$ cat src/rtl/ble_cmd_queue.sv
// In-order command FIFO between the BLE UART wrapper and the command processor.
// Both sides use a level-ready / pulse-clear handshake.
module ble_cmd_queue #(
  parameter int DEPTH = 4,
  parameter int CMD_W = 16
) (
  input  logic                   clk,
  input  logic                   rst,
  input  logic [CMD_W-1:0]       in_cmd,
  input  logic                   in_rdy,
  output logic                   in_clr,
  input  logic                   flush,
  output logic [CMD_W-1:0]       cmd,
  output logic                   cmd_rdy,
  input  logic                   clr_cmd_rdy,
  output logic [$clog2(DEPTH):0] count,
  output logic                   full
);
  localparam int PW = $clog2(DEPTH);
  localparam int CW = PW + 1;

  logic [DEPTH-1:0][CMD_W-1:0] r_mem;
  logic [PW-1:0]               r_wr_ptr;
  logic [PW-1:0]               r_rd_ptr;
  logic [CW-1:0]               r_count;
  logic                        r_in_clr;
  logic                        w_push;
  logic                        w_pop;

  assign cmd     = r_mem[r_rd_ptr];
  assign cmd_rdy = (r_count != '0);
  assign full    = (r_count == CW'(DEPTH));
  assign count   = r_count;
  assign in_clr  = r_in_clr;

  // ~r_in_clr stops a second capture while the wrapper is still lowering in_rdy;
  // push is judged against full before any same-cycle pop.
  assign w_push = in_rdy & ~full & ~r_in_clr & ~flush;
  assign w_pop  = clr_cmd_rdy & cmd_rdy & ~flush;

  always_ff @(posedge clk or posedge rst) begin
    if (rst) begin
      r_mem    <= '0;
      r_wr_ptr <= '0;
      r_rd_ptr <= '0;
      r_count  <= '0;
      r_in_clr <= 1'b0;
    end else if (flush) begin
      r_wr_ptr <= '0;
      r_rd_ptr <= '0;
      r_count  <= '0;
      r_in_clr <= 1'b0;
    end else begin
      r_in_clr <= w_push;
      if (w_push) begin
        r_mem[r_wr_ptr] <= in_cmd;
        r_wr_ptr        <= r_wr_ptr + PW'(1);
      end
      if (w_pop)
        r_rd_ptr <= r_rd_ptr + PW'(1);
      case ({w_push, w_pop})
        2'b10:   r_count <= r_count + CW'(1);
        2'b01:   r_count <= r_count - CW'(1);
        default: r_count <= r_count;
      endcase
    end
  end
endmodule

$ cat config.mk
export PLATFORM = sky130hd
export DESIGN_NAME = ble_cmd_queue
export DESIGN_NICKNAME = d
export VERILOG_FILES = /design/src/rtl/ble_cmd_queue.sv
export SDC_FILE = /design/constraint.sdc
export NUM_CORES = 1
export LEC_CHECK = 0
export ABC_AREA = 1
export CAP_MARGIN = 10
export CORE_MARGIN = 3
export CORE_UTILIZATION = 55
export DETAILED_ROUTE_END_ITERATION = 7
export PLACE_DENSITY = 0.86
export SLEW_MARGIN = 25
export SYNTH_ARGS = -nofsm -noshare
export SYNTH_HDL_FRONTEND = slang
export SYNTH_SLANG_ARGS = --single-unit
$ cat constraint.sdc
create_clock -name clk -period 4.5 [get_ports clk]
set_input_delay 0.45 -clock clk [delete_from_list [all_inputs] [get_ports clk]]
set_output_delay 0.45 -clock clk [all_outputs]
set_load 0.005 [all_outputs]
# ---- After elaboration in Yosys (flattened, before gate mapping)
# Cells that the tools add are included.
dict set report totals {
  regBits 72
  input_bits 21
  output_inout_bits 22
}
dict set report op_classes {
  add_sub_neg 4
  order_cmp 3
  n_eq_ne 3
  muxes 12
  n_bitwise 8
  n_reduce_logical 6
}
# operator n
set ops {}
lappend ops {{$bwmux 64} 1}
lappend ops {{$bmux 16 s2} 1}
lappend ops {{$demux 16 s2} 1}
lappend ops {{$mux 16} 2}
lappend ops {{$mux 2} 4}
lappend ops {{$lt 2x3->1 const B} 2}
lappend ops {{$pmux 3 s2} 1}
lappend ops {{$reduce_bool 3->1} 2}
lappend ops {{$and 1x1->1} 5}
lappend ops {{$add 2x1->2 const B} 2}
lappend ops {{$reduce_bool 2->1} 2}
lappend ops {{$add 3x1->3 const B} 1}
lappend ops {{$eq 3x3->1 const B} 1}
lappend ops {{$mux 3} 1}
lappend ops {{$not 1->1} 3}
lappend ops {{$sub 3x1->3 const B} 1}
lappend ops {{$eq 2x1->1 const B} 1}
lappend ops {{$eq 2x2->1 const B} 1}
lappend ops {{$ge 2x1->1 const B} 1}
lappend ops {{$reduce_and 2->1} 1}
lappend ops {{$logic_and 1x1->1} 1}
lappend ops {{$mux 1} 1}

# ---- Logic depth before layout (Yosys ltp)
# Gate-level depths: netlist (run 1).
dict set report depth {
  word_depth 8
  depth_mapped 12
}

# ---- Worst setup path before layout (run 1)
# No wires, ideal clock.
dict set report synth_path {
  path_type {register to register}
  start {reg r_count[0], in the netlist count[0]}
  end {reg r_count[2], in the netlist count[2]}
  setup_ns 0.117
  t_arrival_ns 1.648
  t_required_ns 4.383
  path_slack_ns 2.735
  path_stages_with_launch 11
  synth_period_minus_slack_ns 1.765
  path_cell_list {dfrtp_1 nor2_2 a21oi_1 nand3_2 inv_1 fa_1 xor2_1 nand3b_1 nand2_1 nand2_1 nand2_1}
}
dict set report synth_between {
  elab_chain_len 8
  elab_cells_between_ends 15
  cone_classes {add/sub: 2; eq/ne: 3; mux: 2; bitwise: 6; reduce/logical: 2}
}
# element line_no
set synth_lines {}
lappend synth_lines {{start: declaration} 25} ;# logic [CW-1:0] r_count;
lappend synth_lines {{start signal: assignment} 62} ;# 2'b10: r_count <= r_count + CW'(1);
lappend synth_lines {{start signal: assignment} 63} ;# 2'b01: r_count <= r_count - CW'(1);
lappend synth_lines {{start signal: assignment} 64} ;# default: r_count <= r_count;
lappend synth_lines {{$eq 3x3->1} 32} ;# assign full = (r_count == CW'(DEPTH));
lappend synth_lines {{$not 1->1} 38} ;# assign w_push = in_rdy & ~full & ~r_in_clr & ~flush;
lappend synth_lines {{$and 1x1->1 (3 in series)} 38}
lappend synth_lines {{$eq 2x1->1 or $eq 2x2->1 (tied branches)} 61} ;# case ({w_push, w_pop})
lappend synth_lines {{$pmux 3 s2} 61}
lappend synth_lines {{$mux 3} 48} ;# end else if (flush) begin
# Parallel ways exist; a longest one is shown, timed or not.
# A chain may end at the register's enable or synchronous reset.

# ---- Worst setup path after layout (run 1)
dict set report layout_path {
  start {reg r_rd_ptr[1]}
  end {out cmd[14]}
}
dict set report layout_between {
  elab_chain_len 2
}
# element line_no
set layout_lines {}
lappend layout_lines {{start: declaration} 24} ;# logic [PW-1:0] r_rd_ptr;
lappend layout_lines {{start signal: assignment} 60} ;# r_rd_ptr <= r_rd_ptr + PW'(1);
lappend layout_lines {{$bmux 16 s2} 30} ;# assign cmd = r_mem[r_rd_ptr];
lappend layout_lines {{$mux 16 (implied by the code)} 30}
lappend layout_lines {{end: declaration} 13} ;# output logic [CMD_W-1:0] cmd,
# No other way between the ends. The select of a mux whose other input is x is not followed.

==> run metrics, run 1 <==
number of post-CTS setup repair buffers 0; DRC violation total after the first TritonRoute iteration 199; area fraction in compound gates after synthesis 0.208; antenna violations before repair 0; net count after synthesis 401; TritonCTS clock tree done; clock network power share 0.251; CP arrival between 2 and 2.5 ns; initial cell density of the core 0.573; worst path required time ~4.1 ns; average cell area after synthesis 9.15 um^2; detailed-routing iteration count for the pre-antenna-repair pass 4; mux share of post-synthesis cell area 0; number of max-cap violations 0; beginning of the critical path r_rd_ptr[1]; Vias 2679; cell leakage power 0.00194 uW; post-route minimum period roughly 2.8 ns; Clock Skews 0.00422 ns; Area growth syn-to-layout 16.1%; flop and latch count out of synthesis 72; post-CTS sizing 0; parity-gate share of the synthesized area counting xor and xnor cells 0.00255; proportion of layout cells with a drive suffix above 1 0.123; via count of the first global-routing pass roughly 2600; depth of the worst hold-timing path 2; Worst Max-Slew Pin Slew 0.952 ns; Final ANT Viol Nets 0; cell depth of the worst flop-to-flop path 10; worst-case vdd ir drop between 0.3 and 0.4 mV; final critical-path share of the clock period 0.625; Crit Reg-Reg Startpoint count[0]; Max Slew Vio Count 0; Hold Buf Count CTS 0; largest stage delay on the critical path ~0.58 ns; number of distinct library cells after synthesis 24; Die Height 85.0 um; fraction of power consumed by sequential logic 0.457; critical setup path kind flip-flop to primary output; Crit Path Max Fanout 18; fraction of the yosys area taken by sequential cells 0.525; maximum count of clock buffers along a single path 2; H-tree levels 3; wire length per cell after detailed routing ~15 um; Cell Area, Placed 3780 um^2; final cell area excluding filler cells 3980 um^2; post-layout net count roughly 440; Die X-Extent between 80 and 90 um; Worst Hold Launch r_mem[40]; Port Buf Inserts between 40 and 50; simple-gate area share of the yosys netlist 0.160; via density per instance approximately 5.5; switching component of the power 627 uW; gate count of the mapped netlist between 300 and 400; # clock sinks a little over 70; class of the tightest hold or removal check flip-flop to flip-flop; area enclosed by the die boundary slightly above 7000 um^2; arithmetic-cell share of the synthesized area counting full adders, half adders and majority gates 0.0204; chain of cells forming the critical path inv_1 > o21ai_0 > o22ai_1 > clkdlybuf4s50_1; Top Family by Delay on Critical Path buffers and inverters; number of buffers and inverters on the critical path 2; Sw Ratio 0.306; number of buffers created by CTS 9; global-route usage over all layers 0.212; Worst path slowest cell sky130_fd_sc_hd__dfrtp_1; setup repair after global routing missed its margin false; Remaining Overflow, GRT 0; row count 28; clock-pin slew on the worst setup and hold paths 0.07 ns; outcome complete, no violations; Startpoint Class flip-flop; largest family of logic cells by synthesized area compound AO/OA/AOI/OAI gates; total I/O pin count 43; core box area ~6000 um^2; total DRC errors in the routed layout 0; total number of cells along the worst setup path 4; internal power around 1400 uW; tightest slew margin relative to the limit 0.365; setup total negative slack 0 ns; Hold Vio Cnt, Final 0; warning count from the yosys run 0; power density over the cells between 500 and 600 nW/um^2; clk root buf sky130_fd_sc_hd__clkbuf_8; RD Place Congestion approximately 0.80; cell area after synthesis approximately 3400 um^2; pin count of the biggest net entering global routing just under 50; highest achievable clock rate about 360 MHz; diode insertion count for antenna repair 0; wire length of the first global-routing pass around 12000 um; Logic pwr share 0.293; Total Routed Length 7170 um; clock network latency to the later pin of the worst-skew pair 0.34 ns; sort of element at the end of the critical path primary output; Final setup violation count 0; detailed placement HPWL around 4500 um
## registers in the layout (all words and copies together) (netlist names)
name / flops
r_wr_ptr: 2
count: 3
in_clr: 1
r_mem: 64
r_rd_ptr: 2
## metrics by stage
stage	setup slack [ns]	std cells	hold slack (ns)	util	power, uW
detailed placement	2.02	473	0.463	0.632	1540
global placement	2.11	473	0.459	0.632	1510
floorplan	2.23	375	0.450	-	1290
global route	1.54	489	0.497	0.665	2180
finish	1.69	489	0.478	0.665	2050
CTS	1.71	489	0.481	0.665	2060
## placed cells by master, fill, tap and decap left out
cell type / n
sky130_fd_sc_hd__nand2_1: 80
sky130_fd_sc_hd__dfrtp_1: 72
sky130_fd_sc_hd__clkdlybuf4s50_1: 42
sky130_fd_sc_hd__o21ai_1: 41
sky130_fd_sc_hd__o21ai_0: 35
sky130_fd_sc_hd__nor2_1: 33
sky130_fd_sc_hd__inv_1: 28
sky130_fd_sc_hd__o21ai_2: 24
sky130_fd_sc_hd__o22ai_1: 16
sky130_fd_sc_hd__clkbuf_8: 11
sky130_fd_sc_hd__nand2_4: 5
sky130_fd_sc_hd__nand3_1: 4
sky130_fd_sc_hd__ha_1: 4
sky130_fd_sc_hd__a21oi_1: 3
sky130_fd_sc_hd__clkinv_2: 3
sky130_fd_sc_hd__clkbuf_1: 2
sky130_fd_sc_hd__buf_4: 2
sky130_fd_sc_hd__nor2_2: 1
sky130_fd_sc_hd__nand2_2: 1
sky130_fd_sc_hd__nor2_8: 1
sky130_fd_sc_hd__nand3_2: 1
sky130_fd_sc_hd__a21oi_2: 1
sky130_fd_sc_hd__xor2_1: 1
sky130_fd_sc_hd__nand3b_1: 1
sky130_fd_sc_hd__fa_1: 1
sky130_fd_sc_hd__bufinv_16: 1
## power by group through the flow
stage | logic, uW | registers (uW) | clock network, uW
finish | 599 | 935 | 513
floorplan | 377 | 914 | 0
global route | 674 | 958 | 551
CTS | 604 | 931 | 522
detailed placement | 601 | 941 | 0
global placement | 580 | 931 | 0
## area by class of cell
| type | instances | area, um^2 |
|---|---|---|
| Clock buffer | 13 | 159 |
| Clock inverter | 3 | 40.0 |
| Fill cell | 459 | 2010 |
| Inverter | 29 | 110 |
| Multi-Input combinational cell | 253 | 1340 |
| Sequential cell | 72 | 1800 |
| Tap cell | 75 | 93.8 |
| Timing Repair Buffer | 44 | 435 |
## synth_stat cells
cell / count / area [um^2]
sky130_fd_sc_hd__nor2_2: 1 / 6.26
sky130_fd_sc_hd__fa_1: 1 / 20.0
sky130_fd_sc_hd__clkbuf_1: 8 / 30.0
sky130_fd_sc_hd__buf_2: 1 / 5.00
sky130_fd_sc_hd__o21ai_2: 24 / 210
sky130_fd_sc_hd__o22ai_1: 16 / 100
sky130_fd_sc_hd__nand2_2: 1 / 6.26
sky130_fd_sc_hd__a21oi_2: 1 / 8.76
sky130_fd_sc_hd__ha_1: 4 / 50.1
sky130_fd_sc_hd__dfrtp_1: 72 / 1800
sky130_fd_sc_hd__nand3_1: 4 / 20.0
sky130_fd_sc_hd__o21ai_0: 35 / 175
sky130_fd_sc_hd__nand3b_1: 1 / 7.51
sky130_fd_sc_hd__nor2_1: 33 / 124
sky130_fd_sc_hd__nand2_4: 5 / 56.3
sky130_fd_sc_hd__nand3_2: 1 / 10.0
sky130_fd_sc_hd__nor2_8: 1 / 20.0
sky130_fd_sc_hd__buf_6: 9 / 101
sky130_fd_sc_hd__o21ai_1: 41 / 205
sky130_fd_sc_hd__a21oi_1: 3 / 15.0
sky130_fd_sc_hd__clkbuf_8: 3 / 41.3
sky130_fd_sc_hd__xor2_1: 1 / 8.76
sky130_fd_sc_hd__nand2_1: 80 / 300
sky130_fd_sc_hd__inv_1: 29 / 109
## tightest hold or removal path, stage by stage (launching register included)
cell and delay (ns):
sky130_fd_sc_hd__dfrtp_1 0.34, sky130_fd_sc_hd__nand2_1 0.06, sky130_fd_sc_hd__o21ai_2 0.05
## worst paths after layout
| kind | endpoint | slack, ns |
|---|---|---|
| max in group asynchronous | count[2] | 3.12 |
| max reg2reg | count[2] | 2.50 |
| max | cmd[14] | 1.69 |
| min reg2reg | r_mem[40] | 0.48 |
| min | r_mem[40] | 0.48 |
| min in group asynchronous | r_mem[46] | 0.57 |
## cells by family after synthesis
logic type      count (synthesis)
flops                          72
compound gates                120
fa+ha+maj                       5
buf+inv                        50
simple gates                  127
xor+xnor                        1
## per-layer routing
metal | part of all wire | global-route usage | up-vias
met2 | 0.48 | 0.331 | 83
met5 | 0 | 0 | -
met1 | 0.45 | 0.287 | 1279
li1 | - | - | 1302
met3 | 0.053 | 0.0350 | 15
met4 | 0.021 | 0.108 | 0
Power figures use the tool's default switching activity.
==> run 2: changes to the inputs <==
clock period = 2.6 ns   (was 4.5 ns; I/O delays follow)
==> run metrics, run 2 (synthesis results as in run 1) <==
maximum count of clock buffers along a single path 2 (unchanged); CP arrival 2.17 ns (was 2.36 ns); Clock Skews 0.00590 ns (was 0.00422 ns); proportion of layout cells with a drive suffix above 1 0.140 (was 0.123); critical setup path kind flip-flop to primary output (unchanged); post-CTS sizing 0 (unchanged); area enclosed by the die boundary 7220 um^2 (unchanged); clk root buf sky130_fd_sc_hd__clkbuf_8 (unchanged); cell leakage power 0.00199 uW (was 0.00194 uW); DRC violation total after the first TritonRoute iteration 230 (was 199); Die X-Extent 85.0 um (unchanged); number of max-cap violations 0 (unchanged); Worst path slowest cell sky130_fd_sc_hd__dfrtp_1 (unchanged); sort of element at the end of the critical path primary output (unchanged); number of buffers created by CTS 9 (unchanged); final critical-path share of the clock period 0.935; Final Core Density 0.684 (was 0.665); most common library cell in the layout ignoring fill and taps sky130_fd_sc_hd__nand2_1 (unchanged); via density per instance 5.61 (was 5.48); core box area 5990 um^2 (unchanged); global-route usage over all layers 0.226 (was 0.212); row count 28 (unchanged); Final ANT Viol Nets 0 (unchanged); total I/O pin count 43 (unchanged); outcome complete, no violations (unchanged); wire length per cell after detailed routing 15.4 um (was 14.7 um); number of flip-flops in the largest register 64 (unchanged); Vias 2777 (was 2679); chain of cells forming the critical path buf_4 > o21ai_0 > o22ai_1 > clkdlybuf4s50_1 (was inv_1 > o21ai_0 > o22ai_1 > clkdlybuf4s50_1); Die Height 85.0 um (unchanged); setup total negative slack 0 ns (unchanged); Crit Path Max Fanout 20 (was 18); fill cell count 456 (was 459); Final setup violation count 0 (unchanged); post-route minimum period ~2.4 ns; worst-case vdd ir drop 0.576 mV (was 0.313 mV); detailed-routing iteration count for the pre-antenna-repair pass 5 (was 4); class of the tightest hold or removal check primary input to async pin (was flip-flop to flip-flop); total design power 3860 uW (was 2050 uW); # clock sinks 72 (unchanged); highest achievable clock rate a little over 400 MHz; Max Slew Vio Count 0 (unchanged); pin count of the biggest net entering global routing 33 (was 49); Hold Buf Count CTS 0 (unchanged); largest stage delay on the critical path 0.64 ns (was 0.58 ns); diode insertion count for antenna repair 0 (unchanged); wire length of the first global-routing pass 13100 um (was 12200 um); number of post-CTS setup repair buffers 0 (unchanged); power density over the cells 943 nW/um^2 (was 514 nW/um^2); Remaining Overflow, GRT 0 (unchanged); register with the highest flop count r_mem (unchanged); clock-pin slew on the worst setup and hold paths 0.08 ns (was 0.07 ns); initial cell density of the core 0.573 (unchanged); antenna violations before repair 0 (unchanged); Port Buf Inserts 42 (unchanged); Hold Vio Cnt, Final 0 (unchanged); setup repair after global routing missed its margin false (unchanged); post-layout net count 441 (was 435); RD Place Congestion 0.811 (was 0.798); Startpoint Class flip-flop (unchanged); Total Routed Length 7600 um (was 7170 um); Area growth syn-to-layout 19.4% (was 16.1%); worst path required time 2.34 ns (was 4.05 ns); detailed placement HPWL 4800 um (was 4480 um); total DRC errors in the routed layout 0 (unchanged); Worst Max-Slew Pin Slew 0.572 ns (was 0.952 ns); most frequent cells in the layout sky130_fd_sc_hd__nand2_1 (80), sky130_fd_sc_hd__dfrtp_1 (72), sky130_fd_sc_hd__clkdlybuf4s50_1 (42) (unchanged); H-tree levels 3 (unchanged); TritonCTS clock tree done (unchanged); via count of the first global-routing pass 2827 (was 2596); clock network latency to the later pin of the worst-skew pair 0.35 ns (was 0.34 ns); tightest slew margin relative to the limit 0.618 (was 0.365)
run 2: layer usage:
| metal | up-vias | wire (um) | track usage | part of all wire |
|---|---|---|---|---|
| li1 | 1323 | - | - | - |
| met1 | 1335 | 3230 | 0.290 | 0.43 |
| met2 | 107 | 3830 | 0.369 | 0.50 |
| met3 | 12 | 400 | 0.0330 | 0.053 |
| met4 | 0 | 142 | 0.124 | 0.019 |
| met5 | - | 0 | 0 | 0 |
run 2: metrics by stage:
stage | instances | cell area (um^2) | hold WS, ns | worst slack (ns)
final | 495 | 4100 | 0.275 | 0.170
after detailed placement | 479 | 3830 | 0.463 | 0.435
after floorplan | 375 | 3430 | 0.354 | 0.515
after global routing | 495 | 4100 | 0.315 | 0.0357
after global placement | 479 | 3830 | 0.458 | 0.535
after CTS | 495 | 4100 | 0.288 | 0.185
run 2: path summary, 6_finish.rpt:
path	start	slack, ns	to	cells after the start
min	rst	0.28	r_mem[31]	2
max in group asynchronous	rst	1.62	r_mem[49]	3
max	r_rd_ptr[0]	0.17	cmd[10]	4
min reg2reg	r_mem[43]	0.49	r_mem[43]	2
max reg2reg	count[0]	0.63	count[2]	10
min in group clk	r_mem[43]	0.49	r_mem[43]	2
run 2: power breakdown:
group	switching, uW	internal [uW]	leakage (uW)
clock network	435	735	0.000126
logic	527	537	0.000928
registers	193	1440	0.000936
total	1160	2710	0.00199
run 2: layout make-up:
class | instances | area [um^2] | share of cell area
Multi-Input combinational cell | 253 | 1340 | 0.328
Clock buffer | 9 | 124 | 0.0302
Clock inverter | 7 | 144 | 0.0351
Tap cell | 75 | 93.8 | 0.0229
Sequential cell | 72 | 1800 | 0.440
Timing Repair Buffer | 50 | 480 | 0.117
Inverter | 29 | 109 | 0.0266
run 2: critical path, delay by kind of cell (launching register included):
kind	cells	cell delay, ns
compound gates	2	0.32
buf+inv	2	0.85
flops	1	0.64
==> run 3: changes to the inputs <==
--- a/config.mk
+++ b/config.mk
@@ -9,7 +9,8 @@
 export CAP_MARGIN = 10
 export CORE_MARGIN = 3
-export CORE_UTILIZATION = 55
+export CORE_UTILIZATION = 30
+export CTS_CLUSTER_DIAMETER = 120
 export DETAILED_ROUTE_END_ITERATION = 7
-export PLACE_DENSITY = 0.86
+export PLACE_DENSITY = 0.55
 export SLEW_MARGIN = 25
 export SYNTH_ARGS = -nofsm -noshare
==> constraint.sdc (replaced) <==
create_clock -name clk -period 2.6 [get_ports clk]
set_input_delay 0.52 -clock clk [delete_from_list [all_inputs] [get_ports clk]]
set_output_delay 0.52 -clock clk [all_outputs]
set_load 0.005 [all_outputs]
==> run metrics, run 3 (synthesis results as in run 1) <==
outcome complete, no violations (unchanged); number of max-cap violations 0 (unchanged); Crit Reg-Reg Startpoint count[0] (unchanged); Startpoint Class flip-flop (unchanged); class of the tightest hold or removal check flip-flop to flip-flop (was primary input to async pin); Hold Vio Cnt, Final 0 (unchanged); final critical-path share of the clock period 0.941 (was 0.935); Hold Buf Count CTS 0 (unchanged); most common library cell in the layout ignoring fill and taps sky130_fd_sc_hd__nand2_1 (unchanged); Die Height 113 um (was 85.0 um); cell leakage power 0.00204 uW (was 0.00199 uW); number of flip-flops in the largest register 64 (unchanged); Port Buf Inserts 42 (unchanged); worst hold margin 0.478 ns (was 0.275 ns); sort of element at the end of the critical path primary output (unchanged); diode insertion count for antenna repair 0 (unchanged); Area growth syn-to-layout 24.0% (was 19.4%); global-route usage over all layers 0.131 (was 0.226); setup total negative slack 0 ns (unchanged); number of buffers created by CTS 9 (unchanged); tightest slew margin relative to the limit 0.704 (was 0.618); cell depth of the worst flop-to-flop path 10 (unchanged); highest achievable clock rate 409 MHz (was 412 MHz); post-layout net count 443 (was 441); maximum count of clock buffers along a single path 2 (unchanged); Clock Skews 0.00852 ns (was 0.00590 ns); switching component of the power 1130 uW (was 1160 uW); Max Slew Vio Count 0 (unchanged); pin count of the biggest net entering global routing 37 (was 33); number of post-CTS setup repair buffers 0 (unchanged); total I/O pin count 43 (unchanged); worst-case vdd ir drop 0.285 mV (was 0.576 mV); Sw Ratio 0.286 (was 0.299); Worst Hold Launch r_mem[30]; critical setup path kind flip-flop to primary output (unchanged); wire length per cell after detailed routing 13.6 um (was 15.4 um); clk root buf sky130_fd_sc_hd__clkbuf_16 (was sky130_fd_sc_hd__clkbuf_8); setup repair after global routing missed its margin false (unchanged); clock-pin slew on the worst setup and hold paths 0.06 ns (was 0.08 ns); Crit Path Max Fanout 24 (was 20); worst path required time 2.08 ns (was 2.34 ns); row count 38 (was 28); most frequent cells in the layout sky130_fd_sc_hd__nand2_1 (80), sky130_fd_sc_hd__dfrtp_1 (72), sky130_fd_sc_hd__clkdlybuf4s50_1 (42) (unchanged); post-CTS sizing 0 (unchanged); depth of the worst hold-timing path 2; Worst Max-Slew Pin Slew 0.444 ns (was 0.572 ns); RD Place Congestion 0.743 (was 0.811); wire length of the first global-routing pass 13200 um (was 13100 um); R2R setup slack 0.70 ns (was 0.63 ns); Die X-Extent 113 um (was 85.0 um); detailed placement HPWL 4910 um (was 4800 um); DRC violation total after the first TritonRoute iteration 128 (was 230); Total Routed Length 7660 um (was 7600 um); area enclosed by the die boundary 12800 um^2 (was 7220 um^2); Final setup violation count 0 (unchanged); post-route minimum period 2.45 ns (was 2.43 ns); register with the highest flop count r_mem (unchanged); via density per instance 4.62 (was 5.61); CP arrival 1.93 ns (was 2.17 ns); TritonCTS clock tree done (unchanged); antenna violations before repair 0 (unchanged); clock network latency to the later pin of the worst-skew pair 0.33 ns (was 0.35 ns); Final ANT Viol Nets 0 (unchanged); proportion of layout cells with a drive suffix above 1 0.142 (was 0.140); detailed-routing iteration count for the pre-antenna-repair pass 4 (was 5); # clock sinks 72 (unchanged); initial cell density of the core 0.311 (was 0.573); Vias 2598 (was 2777); power density over the cells 931 nW/um^2 (was 943 nW/um^2); internal power 2830 uW (was 2710 uW); clock network power share 0.327 (was 0.303); Logic pwr share 0.268 (was 0.275); core box area 11000 um^2 (was 5990 um^2); Remaining Overflow, GRT 0 (unchanged); via count of the first global-routing pass 2582 (was 2827); Hold EP r_mem[30]; end of the worst register-to-register path count[2] (unchanged); total DRC errors in the routed layout 0 (unchanged); fraction of power consumed by sequential logic 0.405 (was 0.422); H-tree levels 3 (unchanged)
[run 3: changes by cell type in the layout (fill, tap and decap cells not counted), sizes merged]
| cell | change |
|---|---|
| buf | +2 |
| clkbuf | +5 |
| clkinvlp | -2 |
| bufinv | -3 |
[run 3: layer usage]
metal  wire (um)  track usage  vias to the layer above
met2        3510        0.201                       43
met3         256       0.0262                       12
met4         147       0.0601                        0
met5           0            0                        -
li1            -            -                     1326
met1        3750        0.177                     1217
[run 3: worst max-delay path: stages (launching register included)]
cell and delay, ns:
sky130_fd_sc_hd__dfrtp_1 0.39, sky130_fd_sc_hd__inv_1 0.08, sky130_fd_sc_hd__buf_4 0.26, sky130_fd_sc_hd__o21ai_0 0.13
sky130_fd_sc_hd__o22ai_1 0.18, sky130_fd_sc_hd__clkdlybuf4s50_1 0.55
[run 3: worst max path at each step]
stage	from	end	slack, ns	cells after the start
2_1_floorplan	rst	count[0]	0.26	1
3_3_place_gp	in_rdy	count[2]	0.27	12
3_5_place_dp	in_rdy	count[2]	0.22	12
4_1_cts	r_rd_ptr[0]	cmd[9]	0.10	5
5_1_grt	r_rd_ptr[0]	cmd[0]	0.01	5
6_report	r_rd_ptr[0]	cmd[0]	0.15	5
[run 3: stage by stage]
stage,instances,power (uW),area (um^2),utilization,setup WS [ns]
floorplan,375,2230,3430,-,0.255
global placement,546,2670,3940,0.357,0.270
detailed placement,546,2700,3940,0.357,0.221
CTS,562,4010,4260,0.386,0.103
global route,562,4240,4260,0.386,0.0141
finish,562,3960,4260,0.386,0.155
[run 3: final cells by class]
class / instances / area [um^2]
Fill cell: 1133 / 6770
Sequential cell: 72 / 1800
Inverter: 29 / 109
Clock inverter: 2 / 35.0
Clock buffer: 14 / 284
Tap cell: 140 / 175
Timing Repair Buffer: 52 / 508
Multi-Input combinational cell: 253 / 1340
[run 3: power groups by stage]
stage,sequential [uW],combinational (uW),clock (uW)
detailed placement,1620,1080,0
global placement,1610,1060,0
floorplan,1580,653,0
finish,1600,1060,1290
global route,1650,1210,1380
CTS,1600,1080,1320
